--- src/rtl/ahb_m2s_mux_n.sv ---
// AHB-Lite master-to-slave mux for one slave port of an N-master matrix.
// Address/control is routed combinationally; HWDATA follows the registered data-phase owner.
module ahb_m2s_mux_n #(
  parameter  int NUM_MASTERS = 4,
  parameter  int ADDR_W      = 32,
  parameter  int DATA_W      = 32,
  localparam int SEL_W       = $clog2(NUM_MASTERS)
) (
  input  logic                          HCLK,
  input  logic                          HRESETn,
  input  logic [SEL_W-1:0]              Master_Sel_A,
  input  logic                          Master_Grant_A,
  input  logic                          HREADY,
  input  logic [NUM_MASTERS*ADDR_W-1:0] M_HADDR,
  input  logic [NUM_MASTERS*3-1:0]      M_HBURST,
  input  logic [NUM_MASTERS-1:0]        M_HMASTLOCK,
  input  logic [NUM_MASTERS*4-1:0]      M_HPROT,
  input  logic [NUM_MASTERS*3-1:0]      M_HSIZE,
  input  logic [NUM_MASTERS*2-1:0]      M_HTRANS,
  input  logic [NUM_MASTERS-1:0]        M_HWRITE,
  input  logic [NUM_MASTERS*DATA_W-1:0] M_HWDATA,
  output logic [ADDR_W-1:0]             HADDR,
  output logic [2:0]                    HBURST,
  output logic                          HMASTLOCK,
  output logic [3:0]                    HPROT,
  output logic [2:0]                    HSIZE,
  output logic [1:0]                    HTRANS,
  output logic                          HWRITE,
  output logic [DATA_W-1:0]             HWDATA,
  output logic [SEL_W-1:0]              Master_Sel_D,
  output logic                          Data_Valid_D
);

  localparam logic [SEL_W:0] NUM_M_C = (SEL_W+1)'(NUM_MASTERS);

  logic             w_addr_ok;
  logic [SEL_W-1:0] r_sel_d;
  logic             r_vld_d;

  // Select beyond NUM_MASTERS is only reachable when NUM_MASTERS is not a power of 2.
  assign w_addr_ok = Master_Grant_A && ({1'b0, Master_Sel_A} < NUM_M_C);

  // AND-OR style mux: no out-of-range indexing, so an illegal select yields IDLE/zeros.
  always_comb begin
    HADDR     = '0;
    HBURST    = '0;
    HMASTLOCK = 1'b0;
    HPROT     = '0;
    HSIZE     = '0;
    HTRANS    = 2'b00;
    HWRITE    = 1'b0;
    for (int i = 0; i < NUM_MASTERS; i++) begin
      if (w_addr_ok && (Master_Sel_A == SEL_W'(i))) begin
        HADDR     = M_HADDR[i*ADDR_W +: ADDR_W];
        HBURST    = M_HBURST[i*3 +: 3];
        HMASTLOCK = M_HMASTLOCK[i];
        HPROT     = M_HPROT[i*4 +: 4];
        HSIZE     = M_HSIZE[i*3 +: 3];
        HTRANS    = M_HTRANS[i*2 +: 2];
        HWRITE    = M_HWRITE[i];
      end
    end
  end

  // Data-phase owner advances only when the current transfer completes.
  always_ff @(posedge HCLK or negedge HRESETn) begin
    if (!HRESETn) begin
      r_sel_d <= '0;
      r_vld_d <= 1'b0;
    end else if (HREADY) begin
      r_sel_d <= w_addr_ok ? Master_Sel_A : '0;
      r_vld_d <= w_addr_ok && HTRANS[1];
    end
  end

  always_comb begin
    HWDATA = '0;
    for (int i = 0; i < NUM_MASTERS; i++) begin
      if (r_vld_d && (r_sel_d == SEL_W'(i)))
        HWDATA = M_HWDATA[i*DATA_W +: DATA_W];
    end
  end

  assign Master_Sel_D = r_sel_d;
  assign Data_Valid_D = r_vld_d;

endmodule

--- config.mk ---
export PLATFORM = sky130hd
export DESIGN_NAME = ahb_m2s_mux_n
export DESIGN_NICKNAME = d
export VERILOG_FILES = /design/src/rtl/ahb_m2s_mux_n.sv
export SDC_FILE = /design/constraint.sdc
export NUM_CORES = 1
export LEC_CHECK = 0
export BUFFER_PORTS_ARGS = -buffer_cell sky130_fd_sc_hd__buf_2
export CAP_MARGIN = 15
export CORE_AREA = 2 2 154 156
export CTS_CLUSTER_DIAMETER = 60
export DETAILED_ROUTE_END_ITERATION = 10
export DIE_AREA = 0 0 156 158
export PLACE_DENSITY_LB_ADDON = 0.08
export SLEW_MARGIN = 10
export SYNTH_ARGS = -nofsm -noshare
export SYNTH_HDL_FRONTEND = slang
export SYNTH_SLANG_ARGS = --single-unit
export TNS_END_PERCENT = 1
--- constraint.sdc ---
create_clock -name HCLK -period 1.73 [get_ports HCLK]
set_input_delay 0 -clock HCLK [delete_from_list [all_inputs] [get_ports HCLK]]
set_output_delay 0 -clock HCLK [all_outputs]
set_load 0.01 [all_outputs]
* Word level (Yosys, flattened, before mapping)
Cells that the tools add are included.
** Storage, ports and cells
- Bits in registers :: 3
- Latch bits :: 0
- Memory bits (writable) :: 0
- ROM bits :: 0
- Output and inout bits :: 81
- Logic and storage cells :: 52
- Memories :: 0
** Cells by class
- $add $sub $neg :: 0
- $mul :: 0
- Divide/modulo/power cells :: 0
- Order comparisons :: 0
- Eq/ne operators :: 6
- Shift-type cells :: 0
- Mux-type cells :: 33
- Bitwise gates (word level) :: 0
- Reductions and logical operators :: 11
** Operator list (count)
- 2-to-1 mux 32 bit :: 8
- 2-to-1 mux 3 bit :: 8
- 2-to-1 mux 4 bit :: 4
- 2-to-1 mux 2 bit :: 5
- logical AND 1 bit :: 9
- equality test 2 bit (second input constant) :: 4
- 2-to-1 mux 1 bit :: 8
- equality test 2 x 1 -> 1 bit (second input constant) :: 2
- logical NOT 2 bit :: 2

* Depth between registers and ports, before layout
Gate-level depths: netlist (run 1).
- Depth in word-level cells :: 7
- Depth in mapped cells :: 4

* Least setup slack after synthesis (run 1)
OpenSTA, ideal clock, no wires.
- Path kind :: flip-flop to output port
- Start point :: reg r_sel_d[0] (netlist: Master_Sel_D[0])
- End point :: out HWDATA[10]
- Data arrival time :: 1.402 ns
- Required time :: 1.730 ns
- Path slack :: 0.328 ns
- Stages on the path, launching flop included :: 5
- Path buffers :: 2
- Cells stage by stage :: dfrtp_1 -> buf_6 -> buf_12 -> mux4_1 -> and2_1
** Between the ends
- Longest elaborated chain between the ends :: 6
- Elaborated cells between the ends (all ways) :: 12
- Those cells by class :: eq/ne (3); mux (4); reduce/logical (5)
** RTL lines
- start, declared :: RTL line 37 : logic [SEL_W-1:0] r_sel_d;
- start signal, assigned :: RTL line 71 : r_sel_d <= w_addr_ok ? Master_Sel_A : '0;
- logical NOT 2 bit :: RTL line 79 : if (r_vld_d && (r_sel_d == SEL_W'(i)))
- logical AND 1 bit :: RTL line 79
- 2-to-1 mux 32 bit (3 in a row) :: RTL line 79
- 2-to-1 mux 32 bit * :: RTL line 79
- end, declared :: RTL line 29 : output logic [DATA_W-1:0] HWDATA,
Mark *: on every way between the ends. The rest lies on a longest branch, timed or not.

* Worst setup path after layout (run 1)
- Start point :: reg r_sel_d[0] (netlist: Master_Sel_D[0])
- End point :: out HWDATA[16]
Same word-level chain as after synthesis.

==> results.py, run 1 <==
metrics = {
    "power": {
        "pwr_density_cell_nw_per_um2": 332,
        "ir_drop_v": 0.000235,
        "p_leak_nw": 2.57,
        "p_total_mw": 1.67,
    },
    "drt": {
        "ant_nets": 0,
        "first_pass_iters": 4,
        "via_per_inst": 4.00,
        "dr_total_vias": 3480,
        "drc": 0,
        "drtIter0Drc": 77,
        "routed_wl_mm": 14.1,
        "drt-wirelength-per-cell_um": 16.2,
    },
    "place": {
        "place_area_um2": 4930,
        "placedCellCount": 866,
        "io_buffers": 398,
        "hpwl_mm": 12.4,
        "gp_congestion": 0.748,
        "pre_cts_slack_ps": 257,
    },
    "cells_and_area": {
        "drive_gt1_share_pct": 81.4,
        "fin_area_um2": 5010,
        "diodes": 0,
        "area_growth_pct": 90.5,
        "fillerInstances": 2597,
        "multi_input_area_um2": 2350,
        "finalNonFillerCells": 871,
        "final_util_pct": 21.7,
        "seqCellArea_um2": 76.3,
        "layout.nets": 900,
    },
    "synth": {
        "yosys.area.top_type": "mux4_2",
        "synthFlopType": "dfrtp_1",
        "ys_async_sr_fraction_pct": 100,
        "netlist_instances": 193,
        "synth_top_cell_area_share_pct": 49.6,
        "netlist_area_um2": 2630,
        "seq_area_frac_synth_pct": 2.85,
        "synth_edf_count": 0,
        "synth_seq_cells": 3,
        "ys_types": 13,
        "synthesis.nets": 511,
        "post-synth-top-count-cell": "and2_1",
        "synth_area_leaders": "mux4_2, mux4_1, and2_1",
        "synth.yosys.warnings": 0,
        "synth.avg_cell_area_um2": 13.6,
        "synth.cells.most_frequent": "and2_1, mux4_2, mux4_1",
    },
    "critical_path": {
        "end_kind": "primary output",
        "critical_path_class": "reg -> out",
        "critPathLaunchType": "flip-flop",
        "worstPathBufferInverterCount": 2,
        "slowest_delay_ps": 570,
        "crit_chain": "buf_12, mux4_1, and2_1, buf_2",
        "cp_max_fo": 25,
        "path_delay_family": "multiplexers",
        "crit_required_ps": 1730,
        "cpMaxStageDelayCell": "mux4_1",
        "arrival_ps": 1690,
    },
    "cts": {
        "cts_max_path_buffers": 2,
        "clock-sinks": 3,
        "clk_latency_ps": 220,
        "cts_max_level": 1,
        "cts_tree": "done",
        "clkTransAtPathRegs_ps": 30,
        "post_cts_buffers": 0,
        "cts_root_buf": "clkbuf_16",
        "cts_inserted_buffers": 3,
    },
    "die": {
        "core-area_um2": 23100,
        "die_w_um": 156,
        "start_util_pct": 11.4,
        "die_h_um": 158,
        "dieArea_um2": 24600,
        "rows": 56,
        "io_pins": 399,
    },
    "flow_run": {
        "drv_cap": 0,
    },
    "sta": {
        "layout_setup_ws_ps": 39.7,
        "post-route-period-util_pct": 97.7,
        "tightestPinTransition_ps": 421,
        "finClkSkew_ps": 0,
        "rsz0062_at_grt": "yes",
        "setup_viol": 0,
        "tns_ps": 0,
        "fin_crit_ps": 1690,
        "drv_slew": 0,
        "hold_viol_final": 0,
        "relSlewSlack_pct": 71.9,
        "fmax_ghz": 0.592,
        "hold_slack_ps": 36.6,
    },
    "global_route": {
        "grt-ovfl-total": 0,
        "antenna_found_initial": 0,
        "grt_pass1_wl_mm": 19.6,
        "grt_pass1_vias": 3686,
        "grt_max_degree": 36,
        "track_usage_pct": 10.3,
    },
    "worst_hold_path": {
        "hold_path_class": "in -> reg",
    },
    "outcome": {
        "status": "complete, no violations",
    },
}
==> placed cells by master (no fill, tap or decap) <==
master         instances
and2_1                78
o21ai_0                2
mux4_2                59
buf_2                397
dlygate4sd3_1          1
inv_1                  2
clkbuf_16              3
clkbuf_1               1
nor2b_1                1
dfrtp_1                2
nand3_1                2
buf_4                  8
dfrtp_2                1
buf_12                 4
mux4_1                19
a31o_2                 1
==> power by group <==
group | switching, mW | internal (mW) | leakage (nW)
registers | 0.0107 | 0.0770 | 0.0377
clock network | 0.0585 | 0.304 | 0.0382
logic | 0.459 | 0.757 | 2.50
==> metal layers <==
layer	track usage (%)	routed length (µm)	up-vias
met5	0	0	-
met4	1.83	122	0
met3	2.41	1380	8
met2	21.2	7910	225
met1	10.5	4710	1659
li1	-	-	1588
==> worst reg2reg max path, delay by kind of cell, from the launching register on <==
kind            cells  cell delay, ps
flops               1             470
compound gates      1             210
simple gates        1             180
==> logic make-up (layout without fill, tap and decap cells) <==
| kind of cell | after synthesis | after routing | synth area share [%] |
|---|---|---|---|
| AND/OR/NAND/NOR | 81 | 81 | 19.2 |
| multiplexers | 78 | 78 | 69.6 |
| buffers and inverters | 28 | 416 | 7.66 |
| AO/OA/AOI/OAI | 3 | 3 | 0.713 |
| flip-flops | 3 | 3 | 2.85 |
==> worst paths after layout <==
path                                  from         endpoint  slack (ps)  depth (start not counted)
setup / recovery           Master_Sel_D[0]       HWDATA[16]          40                          4
hold / removal                      HREADY  Master_Sel_D[0]          40                          2
setup reg to reg              Data_Valid_D     Data_Valid_D         760                          2
hold reg to reg            Master_Sel_D[1]  Master_Sel_D[1]         640                          2
max in group asynchronous          HRESETn  Master_Sel_D[0]        1460                          2
min in group asynchronous          HRESETn  Master_Sel_D[0]         140                          2
==> registers in the layout (all words and copies together), names as in the netlist <==
signal        cells
Master_Sel_D      2
Data_Valid_D      1
==> what timing repair did <==
item,4_1_cts,5_1_grt
hold buffers,1,0
setup endpoints to repair,0,16
endpoints found under the hold margin,3,0
resized for setup,0,1
==> cell type report <==
class | count | share of cell area [%]
multi-input cells | 162 | 46.9
repair buffers | 410 | 42.6
well taps | 290 | 7.24
clock buffers | 4 | 1.57
flip-flops and latches | 3 | 1.52
inverters | 2 | 0.150
(Power assumes the default switching activity.)
==> run 2: changes to the inputs <==
--- a/config.mk
+++ b/config.mk
@@ -11,6 +11,7 @@
 export CTS_CLUSTER_DIAMETER = 60
 export DETAILED_ROUTE_END_ITERATION = 10
 export DIE_AREA = 0 0 156 158
+export MAX_ROUTING_LAYER = met4
 export PLACE_DENSITY_LB_ADDON = 0.08
 export SLEW_MARGIN = 10
 export SYNTH_ARGS = -nofsm -noshare
==> run 2 against run 1 <==
Compared with the run above: sequential power barely moved; first-iteration DRC count is 1.3% lower; cell area stayed put; sequential cell count unchanged; worst setup slack barely moved; critical path depth is the same; routed wire length shrank 0.40%; count of clock-buffer cells in the layout is the same.
==> results.py, run 2 (synthesized netlist as in run 1, its figures left out) <==
metrics = {
    "drt": {
        "dr_total_vias": 3483,
        "drc": 0,
        "ant_nets": 0,
        "drt-wirelength-per-cell_um": 16.2,
        "via_per_inst": 4.00,
        "routed_wl_mm": 14.1,
        "first_pass_iters": 4,
        "drtIter0Drc": 76,
    },
    "cts": {
        "post_cts_buffers": 0,
        "clk_latency_ps": 220,
        "cts_max_path_buffers": 2,
        "cts_max_level": 1,
        "clkTransAtPathRegs_ps": 30,
        "cts_root_buf": "clkbuf_16",
        "cts_tree": "done",
        "cts_inserted_buffers": 3,
        "clock-sinks": 3,
    },
    "sta": {
        "finClkSkew_ps": 0,
        "fin_crit_ps": 1690,
        "hold_slack_ps": 36.6,
        "relSlewSlack_pct": 72.4,
        "fmax_ghz": 0.592,
        "tightestPinTransition_ps": 414,
        "rsz0062_at_grt": "yes",
        "post-route-period-util_pct": 97.7,
        "setup_viol": 0,
        "drv_slew": 0,
        "hold_viol_final": 0,
    },
    "power": {
        "p_leak_nw": 2.57,
        "ir_drop_v": 0.000234,
        "p_total_mw": 1.67,
        "pwr_density_cell_nw_per_um2": 332,
    },
    "die": {
        "io_pins": 399,
        "core-area_um2": 23100,
        "rows": 56,
        "dieArea_um2": 24600,
        "die_w_um": 156,
        "die_h_um": 158,
        "start_util_pct": 11.4,
    },
    "global_route": {
        "grt_pass1_vias": 3687,
        "grt_max_degree": 36,
        "antenna_found_initial": 0,
        "grt_pass1_wl_mm": 19.6,
        "track_usage_pct": 10.6,
        "grt-ovfl-total": 0,
    },
    "critical_path": {
        "slowest_delay_ps": 570,
        "end_kind": "primary output",
        "cp.depth": 4,
        "arrival_ps": 1690,
        "critPathLaunchType": "flip-flop",
        "crit_required_ps": 1730,
        "crit_chain": "buf_12, mux4_1, and2_1, buf_2",
        "cp_max_fo": 25,
        "r2r_cells": 2,
        "cpMaxStageDelayCell": "mux4_1",
        "critical_path_class": "reg -> out",
        "path_delay_family": "multiplexers",
        "worstPathBufferInverterCount": 2,
    },
    "cells_and_area": {
        "diodes": 0,
        "layout_commonest_cell": "buf_2",
        "layout_common_cells": "buf_2, and2_1, mux4_2",
        "area_growth_pct": 90.5,
        "largest_reg_flops": 2,
        "layout.nets": 900,
        "drive_gt1_share_pct": 81.4,
        "fillerInstances": 2597,
    },
    "place": {
        "gp_congestion": 0.760,
        "io_buffers": 398,
        "hpwl_mm": 12.4,
    },
    "outcome": {
        "status": "complete, no violations",
    },
    "worst_hold_path": {
        "hold_path_class": "in -> reg",
        "hold_depth": 2,
    },
    "flow_run": {
        "drv_cap": 0,
    },
}
[run 2: cell counts in the layout (fill, tap and decap cells not counted)]
Identical to the previous run, type by type.
[run 2: report_power, final]
| part | total [mW] | leakage, nW | internal, mW | switching (mW) |
|---|---|---|---|---|
| registers | 0.0877 | 0.0377 | 0.0770 | 0.0106 |
| logic | 1.22 | 2.50 | 0.757 | 0.460 |
| clock network | 0.362 | 0.0382 | 0.304 | 0.0584 |
| total | 1.67 | 2.57 | 1.14 | 0.529 |
[run 2: area by class of cell]
type | count | area [µm²] | area share [%]
Clock buffer | 4 | 78.8 | 1.57
Inverter | 2 | 7.51 | 0.150
Multi-Input combinational cell | 162 | 2350 | 46.9
Sequential cell | 3 | 76.3 | 1.52
Tap cell | 290 | 363 | 7.24
Timing Repair Buffer | 410 | 2140 | 42.6
[run 2: worst paths after layout]
kind | start | end | slack, ps
min in group asynchronous | HRESETn | Master_Sel_D[0] | 140
max reg2reg | Data_Valid_D | Data_Valid_D | 760
max in group asynchronous | HRESETn | Master_Sel_D[0] | 1460
min reg2reg | Master_Sel_D[1] | Master_Sel_D[1] | 640
max | Master_Sel_D[0] | HWDATA[16] | 40
min | HREADY | Master_Sel_D[0] | 40
[run 2: through the flow]
| step | setup TNS [ps] | instance area [µm²] | util (%) | instances | setup slack [ps] |
|---|---|---|---|---|---|
| after global placement | 0 | 4930 | 21.4 | 866 | 266 |
| final | 0 | 5010 | 21.7 | 871 | 40.0 |
| after global routing | -235 | 5010 | 21.7 | 871 | -35.4 |
| after CTS | 0 | 5020 | 21.8 | 871 | 21.2 |
| after floorplan | 0 | 2630 | - | 193 | 328 |
| after detailed placement | 0 | 4930 | 21.4 | 866 | 257 |
[run 2: layer usage]
| layer | global-route usage (%) | wire length (µm) | part of all wire, % |
|---|---|---|---|
| met5 | - | 0 | 0 |
| met4 | 1.83 | 122 | 0.87 |
| met3 | 1.64 | 1200 | 8.5 |
| met2 | 21.2 | 7860 | 56 |
| met1 | 11.0 | 4890 | 35 |
[run 2: repair_timing]
action                                  4_1_cts  5_1_grt
gates resized for setup                       0        1
hold endpoints to repair                      3        0
hold buffers                                  1        0
endpoints found under the setup margin        0       16
